==> config.mk <==
export PLATFORM = sky130hd
export DESIGN_NAME = instr_issue_unit
export DESIGN_NICKNAME = d
export VERILOG_FILES = /design/src/rtl/instr_issue_unit_pkg.sv /design/src/rtl/instr_issue_unit_fields.sv /design/src/rtl/instr_issue_unit.sv
export SDC_FILE = /design/constraint.sdc
export NUM_CORES = 1
export LEC_CHECK = 0
export CAP_MARGIN = 30
export CORE_UTILIZATION = 39
export DETAILED_ROUTE_END_ITERATION = 10
export PLACE_DENSITY = 0.76
export RECOVER_POWER = 50
export SLEW_MARGIN = 20
export SYNTH_ARGS = -nofsm -noshare
export SYNTH_HDL_FRONTEND = slang
export SYNTH_SLANG_ARGS = --single-unit
==> constraint.sdc <==
create_clock -name clk -period 1.5 [get_ports clk]
set_input_delay 0.15 -clock clk [delete_from_list [all_inputs] [get_ports clk]]
set_output_delay 0.15 -clock clk [all_outputs]
set_load 0.01 [all_outputs]
==> src/rtl/instr_issue_unit_pkg.sv <==
// Shared ISA constants, instruction field layout and the issue-state encoding.
// Field offsets are derived from the widths so the decoder and this front end stay in step.
package instr_issue_unit_pkg;

   localparam int OP_WIDTH       = 3;
   localparam int REG_ADDR_WIDTH = 3;
   localparam int INSTR_WIDTH    = 16;
   localparam int PC_WIDTH       = 8;
   localparam int DATA_WIDTH     = 8;

   // word = {opcode, rd, rs1, rs2, 4 spare}; I-type reuses rs2+spare as imm
   localparam int RS2_LSB   = INSTR_WIDTH - OP_WIDTH - 3*REG_ADDR_WIDTH;
   localparam int RS1_LSB   = RS2_LSB + REG_ADDR_WIDTH;
   localparam int RD_LSB    = RS1_LSB + REG_ADDR_WIDTH;
   localparam int OP_LSB    = RD_LSB + REG_ADDR_WIDTH;
   localparam int IMM_WIDTH = RS2_LSB + REG_ADDR_WIDTH;

   localparam logic [OP_WIDTH-1:0] OP_SUM   = 3'b000;
   localparam logic [OP_WIDTH-1:0] OP_SUB   = 3'b001;
   localparam logic [OP_WIDTH-1:0] OP_AND   = 3'b010;
   localparam logic [OP_WIDTH-1:0] OP_XOR   = 3'b011;
   localparam logic [OP_WIDTH-1:0] OP_ITYPE = 3'b100;
   localparam logic [OP_WIDTH-1:0] OP_NOP   = 3'b110;
   localparam logic [OP_WIDTH-1:0] OP_HALT  = 3'b111;

   typedef enum logic [2:0] {
      ST_IDLE,
      ST_FETCH,
      ST_WAIT,
      ST_ISSUE,
      ST_HALTED
   } issue_state_e;

endpackage

==> src/rtl/instr_issue_unit_fields.sv <==
// Pure combinational split of an instruction word into decode fields; zero latency, no flow control.
module instr_issue_unit_fields
   import instr_issue_unit_pkg::*;
(
   input  logic [INSTR_WIDTH-1:0]    word_i,
   output logic [OP_WIDTH-1:0]       opcode_o,
   output logic [REG_ADDR_WIDTH-1:0] rd_o,
   output logic [REG_ADDR_WIDTH-1:0] rs1_o,
   output logic [REG_ADDR_WIDTH-1:0] rs2_o,
   output logic [DATA_WIDTH-1:0]     imm_o
);

   assign opcode_o = word_i[OP_LSB  +: OP_WIDTH];
   assign rd_o     = word_i[RD_LSB  +: REG_ADDR_WIDTH];
   assign rs1_o    = word_i[RS1_LSB +: REG_ADDR_WIDTH];
   assign rs2_o    = word_i[RS2_LSB +: REG_ADDR_WIDTH];
   assign imm_o    = DATA_WIDTH'(word_i[IMM_WIDTH-1:0]);

endmodule

==> src/rtl/instr_issue_unit.sv <==
// Fetch front end: one outstanding imem read, issue to decode over valid/ready.
// Fetch-to-issue_valid is mem latency + 1; a stalled issue holds its fields and blocks the next fetch.
module instr_issue_unit
   import instr_issue_unit_pkg::*;
(
   input  logic                      clk,
   input  logic                      rst,
   input  logic                      start,
   input  logic [PC_WIDTH-1:0]       start_pc,
   output logic                      imem_req,
   output logic [PC_WIDTH-1:0]       imem_addr,
   input  logic                      imem_rvalid,
   input  logic [INSTR_WIDTH-1:0]    imem_rdata,
   input  logic                      redirect_valid,
   input  logic [PC_WIDTH-1:0]       redirect_pc,
   output logic                      issue_valid,
   input  logic                      issue_ready,
   output logic [OP_WIDTH-1:0]       issue_opcode,
   output logic [REG_ADDR_WIDTH-1:0] issue_rd,
   output logic [REG_ADDR_WIDTH-1:0] issue_rs1,
   output logic [REG_ADDR_WIDTH-1:0] issue_rs2,
   output logic [DATA_WIDTH-1:0]     issue_imm,
   output logic [PC_WIDTH-1:0]       issue_pc,
   output logic                      halted
);

   issue_state_e           state_q, state_d;
   logic [PC_WIDTH-1:0]    pc_q, pc_d;
   logic [PC_WIDTH-1:0]    issue_pc_q, issue_pc_d;
   logic [INSTR_WIDTH-1:0] word_q, word_d;
   logic                   discard_q, discard_d;

   // Fields decode from the latched word only, so imem_rdata never reaches issue_* directly
   instr_issue_unit_fields u_fields (
      .word_i   (word_q),
      .opcode_o (issue_opcode),
      .rd_o     (issue_rd),
      .rs1_o    (issue_rs1),
      .rs2_o    (issue_rs2),
      .imm_o    (issue_imm)
   );

   assign imem_req    = (state_q == ST_FETCH);
   assign imem_addr   = imem_req ? pc_q : '0;
   assign issue_valid = (state_q == ST_ISSUE);
   assign issue_pc    = issue_pc_q;
   assign halted      = (state_q == ST_HALTED);

   always_comb begin
      state_d    = state_q;
      pc_d       = pc_q;
      issue_pc_d = issue_pc_q;
      word_d     = word_q;
      discard_d  = discard_q;
      if (imem_rvalid) discard_d = 1'b0;

      case (state_q)
         ST_IDLE, ST_HALTED: begin
            if (start) begin
               pc_d    = start_pc;
               state_d = ST_FETCH;
            end
         end
         ST_FETCH: begin
            // The request already on the bus uses the old pc; its reply must be dropped
            state_d = ST_WAIT;
            if (redirect_valid) begin
               pc_d      = redirect_pc;
               discard_d = 1'b1;
            end
         end
         ST_WAIT: begin
            if (imem_rvalid) begin
               if (discard_q || redirect_valid) begin
                  if (redirect_valid) pc_d = redirect_pc;
                  state_d = ST_FETCH;
               end else begin
                  word_d     = imem_rdata;
                  issue_pc_d = pc_q;
                  state_d    = ST_ISSUE;
               end
            end else if (redirect_valid) begin
               pc_d      = redirect_pc;
               discard_d = 1'b1;
            end
         end
         ST_ISSUE: begin
            if (redirect_valid) begin
               pc_d    = redirect_pc;
               state_d = ST_FETCH;
            end else if (issue_ready) begin
               if (issue_opcode == OP_HALT) begin
                  state_d = ST_HALTED;
               end else begin
                  pc_d    = pc_q + 1'b1;
                  state_d = ST_FETCH;
               end
            end
         end
         default: state_d = ST_IDLE;
      endcase
   end

   always_ff @(posedge clk) begin
      if (rst) begin
         state_q    <= ST_IDLE;
         pc_q       <= '0;
         issue_pc_q <= '0;
         word_q     <= '0;
         discard_q  <= 1'b0;
      end else begin
         state_q    <= state_d;
         pc_q       <= pc_d;
         issue_pc_q <= issue_pc_d;
         word_q     <= word_d;
         discard_q  <= discard_d;
      end
   end

endmodule

==> results of run 1 <==
==> through the flow <==
stage	utilization (%)	hold slack [ns]	TNS (ns)	setup slack, ns
floorplan	-	0.2860	0	0.005609
global route	71.58	0.4220	-4.306	-0.1776
finish	71.58	0.4078	-1.660	-0.1080
detailed placement	63.26	0.4457	-10.04	-0.3477
CTS	67.89	0.3983	-0.5366	-0.1021
global placement	63.26	0.4412	-9.171	-0.3140
==> worst register-to-register path: stages, from the launching register on <==
cell       delay, ns
dfxtp_4         0.38
buf_4           0.16
and2b_1         0.18
nand4_2         0.17
o2111ai_4       0.18
buf_6           0.17
mux2i_1         0.19
a21oi_1         0.08
==> Yosys cell counts (4+ instances only) <==
cell      instances
nand2_1          57
a21oi_1          37
dfxtp_1          36
buf_2             9
nor2_1            9
and2_1            8
nor2b_1           8
o21ai_0           8
clkbuf_1          6
nand2b_1          5
nand3_1           5
nor3_1            5
buf_4             4
==> state kept, by name (all words and copies together), names as in the netlist <==
| register | cells |
|---|---|
| discard_q | 1 |
| issue_pc | 8 |
| word_q | 16 |
| pc_q | 8 |
| state_q | 3 |
==> power groups by stage <==
stage                     combinational (mW)  clock (mW)  sequential, mW
after floorplan                        0.508           0            1.12
after global placement                 0.923           0            1.13
after detailed placement               0.941           0            1.13
after CTS                               1.06       0.859            1.11
after global routing                    1.24       0.893            1.12
final                                   1.14       0.835            1.11
==> layer usage <==
| layer | up-vias | track usage [%] |
|---|---|---|
| met5 | - | 0 |
| met1 | 1070 | 27.60 |
| met2 | 65 | 41.02 |
| met4 | 0 | 7.407 |
| li1 | 1102 | - |
| met3 | 7 | 6.768 |
==> final cells by class <==
type                            count  area [sq um]
Clock inverter                      2         35.03
Multi-Input combinational cell    193          1251
Timing Repair Buffer              127          1220
Sequential cell                    36         729.5
Tap cell                           67         83.83
Clock buffer                        6         72.57
Fill cell                         383          1351
Inverter                            3         11.26
==> cells in the final DEF (no fill, tap or decap), types with 3 or more instances in the layout <==
master | synthesis | layout
clkdlybuf4s50_1 | 0 | 59
nand2_1 | 57 | 54
buf_4 | 4 | 38
dfxtp_1 | 36 | 33
a21oi_1 | 37 | 26
a21oi_2 | 1 | 12
buf_6 | 2 | 12
nor2_1 | 9 | 9
nor2b_1 | 8 | 7
buf_2 | 9 | 7
and2_1 | 8 | 5
o21ai_0 | 8 | 5
nand3_1 | 5 | 5
clkbuf_8 | 0 | 5
dlygate4sd3_1 | 0 | 4
inv_1 | 3 | 3
and2_4 | 0 | 3
nand2b_1 | 5 | 3
nand2_2 | 0 | 3
nor3_1 | 5 | 3
mux2i_1 | 3 | 3
o21ai_1 | 0 | 3
a211oi_2 | 2 | 3
xor2_1 | 3 | 3
buf_12 | 0 | 3
==> cells by family (layout without fill, tap and decap cells) <==
| family | count (synthesis) | after routing | share of synthesized area, % |
|---|---|---|---|
| fa+ha+maj | 1 | 1 | 0.6409 |
| simple gates | 112 | 112 | 28.27 |
| buf+inv | 25 | 138 | 6.923 |
| compound gates | 73 | 73 | 24.17 |
| mux | 3 | 3 | 1.539 |
| flops | 36 | 36 | 36.92 |
| xor+xnor | 3 | 3 | 1.346 |
| other cells | 1 | 1 | 0.1921 |
==> repair_timing <==
action,in CTS,in global routing
pin swaps,11,8
endpoints found under the setup margin,46,46
hold buffers,0,0
buffers inserted,6,2
resized for setup,72,27
gates cloned,1,3
==> final timing paths <==
path	startpoint	endpoint	cells after the start
min	imem_rdata[1]	word_q[1]	3
max	state_q[1]	pc_q[7]	7
min reg2reg	word_q[1]	word_q[1]	2
max reg2reg	state_q[1]	pc_q[7]	7
==> impl_metrics.env, run 1 <==
export IMPL_p_total_mw=3.091
export IMPL_antennaDiodeCount=0
export IMPL_power_switching_uw=932.9
export IMPL_setup_ws_ns=-0.1080
export IMPL_setup_viol=39
export IMPL_antenna_left=0
export IMPL_worst_path_buf_inv=2
export IMPL_clockPowerShare_pct=27.0
export IMPL_die_h_microns=72.75
export IMPL_async_reset_ff_share_pct=0
export IMPL_crit_family="flip-flops"
export IMPL_rows=25
export IMPL_wl_per_cell_microns=14.79
export IMPL_place_inst=415
export IMPL_switching_share_pct=30.18
export IMPL_htree_levels=2
export IMPL_drtIter0Drc=135
export IMPL_synthCells=254
export IMPL_rsz0062_at_grt="yes"
export IMPL_viasPerCell=5.171
export IMPL_finalClockSkew_ns=0.004425
export IMPL_yosysSeqAreaShare_pct=36.92
export IMPL_post_route_period_util_pct=107.2
export IMPL_cts_tree="yes"
export IMPL_grt_pass1_vias=2119
export IMPL_max_vdd_ir_drop_v=0.0007060
export IMPL_synth_seq_cells=36
export IMPL_internal_power_mw=2.158
export IMPL_hpwl_microns=4139
export IMPL_p_comb_share_pct=37.0
export IMPL_r2r_slack_ns=-0.11
export IMPL_syn2layout_area_growth_pct=74.36
export IMPL_synth_top_area_cell="dfxtp_1"
export IMPL_drtPass1Iterations=4
export IMPL_outcome="finished, violations left"
export IMPL_synth_edf_count=0
export IMPL_coreArea_sq_mm=0.004755
export IMPL_worst_path_max_fanout=8
export IMPL_arrival_ns=1.79
export IMPL_fp_dieW_microns=72.75
export IMPL_cts_buffers=5
export IMPL_drt_wl_total_microns=6419
export IMPL_yosys_warnings=0
export IMPL_power_leakage_nw=1.314
export IMPL_ys_types=50
export IMPL_grt_ovfl_total=0
export IMPL_grt_max_degree=30
export IMPL_yosysTopAreaCellShare_pct=36.92
export IMPL_cts_buffer_depth=2
export IMPL_antenna_found_initial=0
export IMPL_drv_cap=0
export IMPL_fin_nets=405
export IMPL_critPathSlowestCell="dfxtp_4"
export IMPL_min_path_type="in2reg"
export IMPL_route_met2_wl_microns=3309
export IMPL_syn_avg_cell_area_sq_um=7.685
export IMPL_dieArea_sq_mm=0.005292
export IMPL_fin_cells=434
export IMPL_met1_length_microns=2673
export IMPL_clockRootBuffer="clkbuf_8"
export IMPL_grt_pass1_wl_microns=9611
export IMPL_remaining_drc_errors=0
export IMPL_mappedNetlistArea_sq_mm=0.001952
export IMPL_syn_num_nets=293
export IMPL_top_layer_used="met4"
export IMPL_pin_count=77
export IMPL_synth_area_top_cells="dfxtp_1 37%, nand2_1 11%, a21oi_1 9.5%"
export IMPL_slew_violations=0
export IMPL_num_vias=2244
export IMPL_worstPathCellList="buf_4 -> and2b_1 -> nand4_2 -> o2111ai_4 -> buf_6 -> mux2i_1 -> a21oi_1"
export IMPL_required_ns=1.68
export IMPL_met3_length_microns=373
export IMPL_violations="negative setup slack"
export IMPL_portBuffers=75
export IMPL_placed_cell_area_sq_mm=0.003008
export IMPL_path_clk_slew_ns=0.07
export IMPL_seq_power_share_pct=36.0
export IMPL_design_area_sq_mm=0.003403
export IMPL_finalWeightedCongestion=0.9180
export IMPL_start_util_pct=41.05
export IMPL_worstSetupStartpointType="register"
export IMPL_endpoint_kind="register"
export IMPL_drive_above_1_share_pct=30.79
export IMPL_slowest_delay_ns=0.38
export IMPL_numClockSinks=36
export IMPL_grt_use_total_pct=23.46
export IMPL_power_density_mw_per_mm2=908.3
export IMPL_clk_latency_ns=0.29
export IMPL_final_min_clock_period_ns=1.608
export IMPL_worstSetupPathType="reg2reg"
export IMPL_timing_fmax_ghz=0.6219
export IMPL_synth_main_ff_cell="dfxtp_1"
export IMPL_finalHoldViolCount=0
No activity file was read; power rests on OpenSTA's default activity.
==> inputs of run 2 (changes only) <==
--- a/config.mk
+++ b/config.mk
@@ -9,8 +9,7 @@
 export CORE_UTILIZATION = 39
 export DETAILED_ROUTE_END_ITERATION = 10
 export PLACE_DENSITY = 0.76
-export RECOVER_POWER = 50
-export SLEW_MARGIN = 20
+export RECOVER_POWER = 100
 export SYNTH_ARGS = -nofsm -noshare
 export SYNTH_HDL_FRONTEND = slang
 export SYNTH_SLANG_ARGS = --single-unit
==> results of run 2 <==
The final DEF is identical to that of run 1; final timing and power are the same.
==> inputs of run 3 (changes only) <==
--- a/config.mk
+++ b/config.mk
@@ -8,8 +8,10 @@
 export CAP_MARGIN = 30
 export CORE_UTILIZATION = 39
 export DETAILED_ROUTE_END_ITERATION = 10
+export HOLD_SLACK_MARGIN = 0.03
 export PLACE_DENSITY = 0.76
 export RECOVER_POWER = 100
 export SYNTH_ARGS = -nofsm -noshare
 export SYNTH_HDL_FRONTEND = slang
 export SYNTH_SLANG_ARGS = --single-unit
+export TNS_END_PERCENT = 10
==> impl_metrics.env, run 3 (synthesized netlist as in run 1, its figures left out) <==
export IMPL_outcome="finished, violations left"
export IMPL_violations="negative setup slack"
export IMPL_path_clk_slew_ns=0.07
export IMPL_worstPathCellList="nor3b_4 -> buf_6 -> buf_6 -> and2_1 -> clkdlybuf4s15_2"
export IMPL_drt_wl_total_microns=5864
export IMPL_slowest_delay_ns=0.38
export IMPL_start_util_pct=41.05
export IMPL_drive_above_1_share_pct=27.62
export IMPL_worstHoldEndpoint="word_q[13]"
export IMPL_antenna_left=0
export IMPL_hpwl_microns=4139
export IMPL_drtPass1Iterations=4
export IMPL_grt_use_total_pct=23.22
export IMPL_fp_dieW_microns=72.75
export IMPL_r2r_slack_ns=-0.09
export IMPL_coreArea_sq_mm=0.004755
export IMPL_required_ns=1.35
export IMPL_portBuffers=75
export IMPL_top_register="word_q"
export IMPL_worst_path_buf_inv=3
export IMPL_wl_per_cell_microns=13.67
export IMPL_multi_input_area_sq_mm=0.001214
export IMPL_arrival_ns=1.46
export IMPL_timing_rr_start="state_q[1]"
export IMPL_htree_levels=2
export IMPL_cp_common_cell="buf_6"
export IMPL_slew_violations=0
export IMPL_endpoint_kind="primary output"
export IMPL_finalHoldViolCount=0
export IMPL_largest_reg_flops=16
export IMPL_viasPerCell=5.138
export IMPL_timing_rr_end="pc_q[4]"
export IMPL_worst_r2r_cell_count=6
export IMPL_worstSetupPathType="reg2out"
export IMPL_power_density_mw_per_mm2=924.6
export IMPL_power_switching_uw=912.4
export IMPL_grt_max_degree=30
export IMPL_drv_cap=0
export IMPL_setup_ws_ns=-0.1065
export IMPL_power_leakage_nw=1.238
export IMPL_numClockSinks=36
export IMPL_remaining_drc_errors=0
export IMPL_clockPowerShare_pct=27.5
export IMPL_cts_tree="yes"
export IMPL_final_min_clock_period_ns=1.607
export IMPL_clk_latency_ns=0.29
export IMPL_cts_buffers=5
export IMPL_clockRootBuffer="clkbuf_8"
export IMPL_max_vdd_ir_drop_v=0.0007090
export IMPL_rows=25
export IMPL_final_common_cell="clkdlybuf4s50_1"
export IMPL_die_h_microns=72.75
export IMPL_grt_pass1_vias=2085
export IMPL_worst_path_max_fanout=6
export IMPL_seq_power_share_pct=36.6
export IMPL_post_route_period_util_pct=107.1
export IMPL_grt_pass1_wl_microns=9522
export IMPL_final_fill_count=403
export IMPL_num_vias=2204
export IMPL_dieArea_sq_mm=0.005292
export IMPL_min_path_type="in2reg"
export IMPL_fin_nets=400
export IMPL_pin_count=77
export IMPL_p_comb_share_pct=35.9
export IMPL_finalWeightedCongestion=0.9180
export IMPL_timing_fmax_ghz=0.6225
export IMPL_drtIter0Drc=70
export IMPL_final_util_pct=69.24
export IMPL_register_area_sq_um=729.5
export IMPL_syn2layout_area_growth_pct=68.65
export IMPL_internal_power_mw=2.131
export IMPL_antenna_found_initial=0
export IMPL_hold_start="imem_rdata[13]"
export IMPL_setup_viol=15
export IMPL_cts_buffer_depth=2
export IMPL_final_cell_mix="64 x clkdlybuf4s50_1, 57 x nand2_1, 38 x buf_4"
export IMPL_grt_ovfl_total=0
export IMPL_rsz0062_at_grt="yes"
export IMPL_switching_share_pct=29.98
export IMPL_hold_slack_ns=0.4049
export IMPL_finalClockSkew_ns=0.005046
export IMPL_whs_path_depth=3
export IMPL_crit_family="buffers and inverters"
export IMPL_antennaDiodeCount=0
export IMPL_worstSetupStartpointType="register"
export IMPL_critPathSlowestCell="dfxtp_4"
[run 3: metrics by stage]
step / setup TNS, ns / setup slack, ns / cells / instance area (sq um) / power (mW)
finish: -0.5792 / -0.1065 / 429 / 3292 / 3.044
floorplan: 0 / 0.005609 / 254 / 1952 / 1.626
CTS: -0.7029 / -0.1156 / 429 / 3192 / 2.988
detailed placement: -10.04 / -0.3477 / 415 / 3008 / 2.073
global placement: -9.171 / -0.3140 / 415 / 3008 / 2.055
global route: -2.176 / -0.1608 / 429 / 3292 / 3.206
[run 3: layer usage]
layer	wire length [microns]	global-route usage (%)	up-vias
met5	0	0	-
met4	61	7.190	0
met3	394	6.492	8
met2	3008	40.71	71
met1	2400	27.43	1033
li1	-	-	1092
[run 3: power groups by stage]
stage	sequential, mW	clock, mW	combinational (mW)
2_1_floorplan	1.12	0	0.508
3_3_place_gp	1.13	0	0.923
3_5_place_dp	1.13	0	0.941
4_1_cts	1.11	0.859	1.02
5_1_grt	1.13	0.893	1.19
6_report	1.11	0.838	1.09
[run 3: worst max-delay path by stage]
stage                   startpoint            to  cells after the start
detailed placement  redirect_valid       pc_q[7]                      8
global placement             start       pc_q[1]                      7
finish                  state_q[1]  imem_addr[6]                      5
CTS                     state_q[1]  imem_addr[6]                      5
global route            state_q[1]  imem_addr[6]                      5
floorplan               state_q[1]       pc_q[4]                      7
[run 3: tightest hold or removal path: cells and delay by family]
family	cells	cell delay (ns)
and+or+nand+nor	1	0.05
buffers and inverters	1	0.39
AOI/OAI and AO/OA	1	0.05
[run 3: cell type report]
class / count / area share (%)
clock buffers: 6 / 2.204
clock inverters: 2 / 1.064
inverters: 3 / 0.3421
multi-input cells: 193 / 36.87
flip-flops and latches: 36 / 22.16
well taps: 67 / 2.547
repair buffers: 122 / 34.82
[run 3: repair_timing]
action	in CTS	in global routing
setup buffers	5	0
gates resized for setup	64	22
setup endpoints to repair	46	45
pin swaps	6	3
hold buffers	0	0
gates cloned	1	0
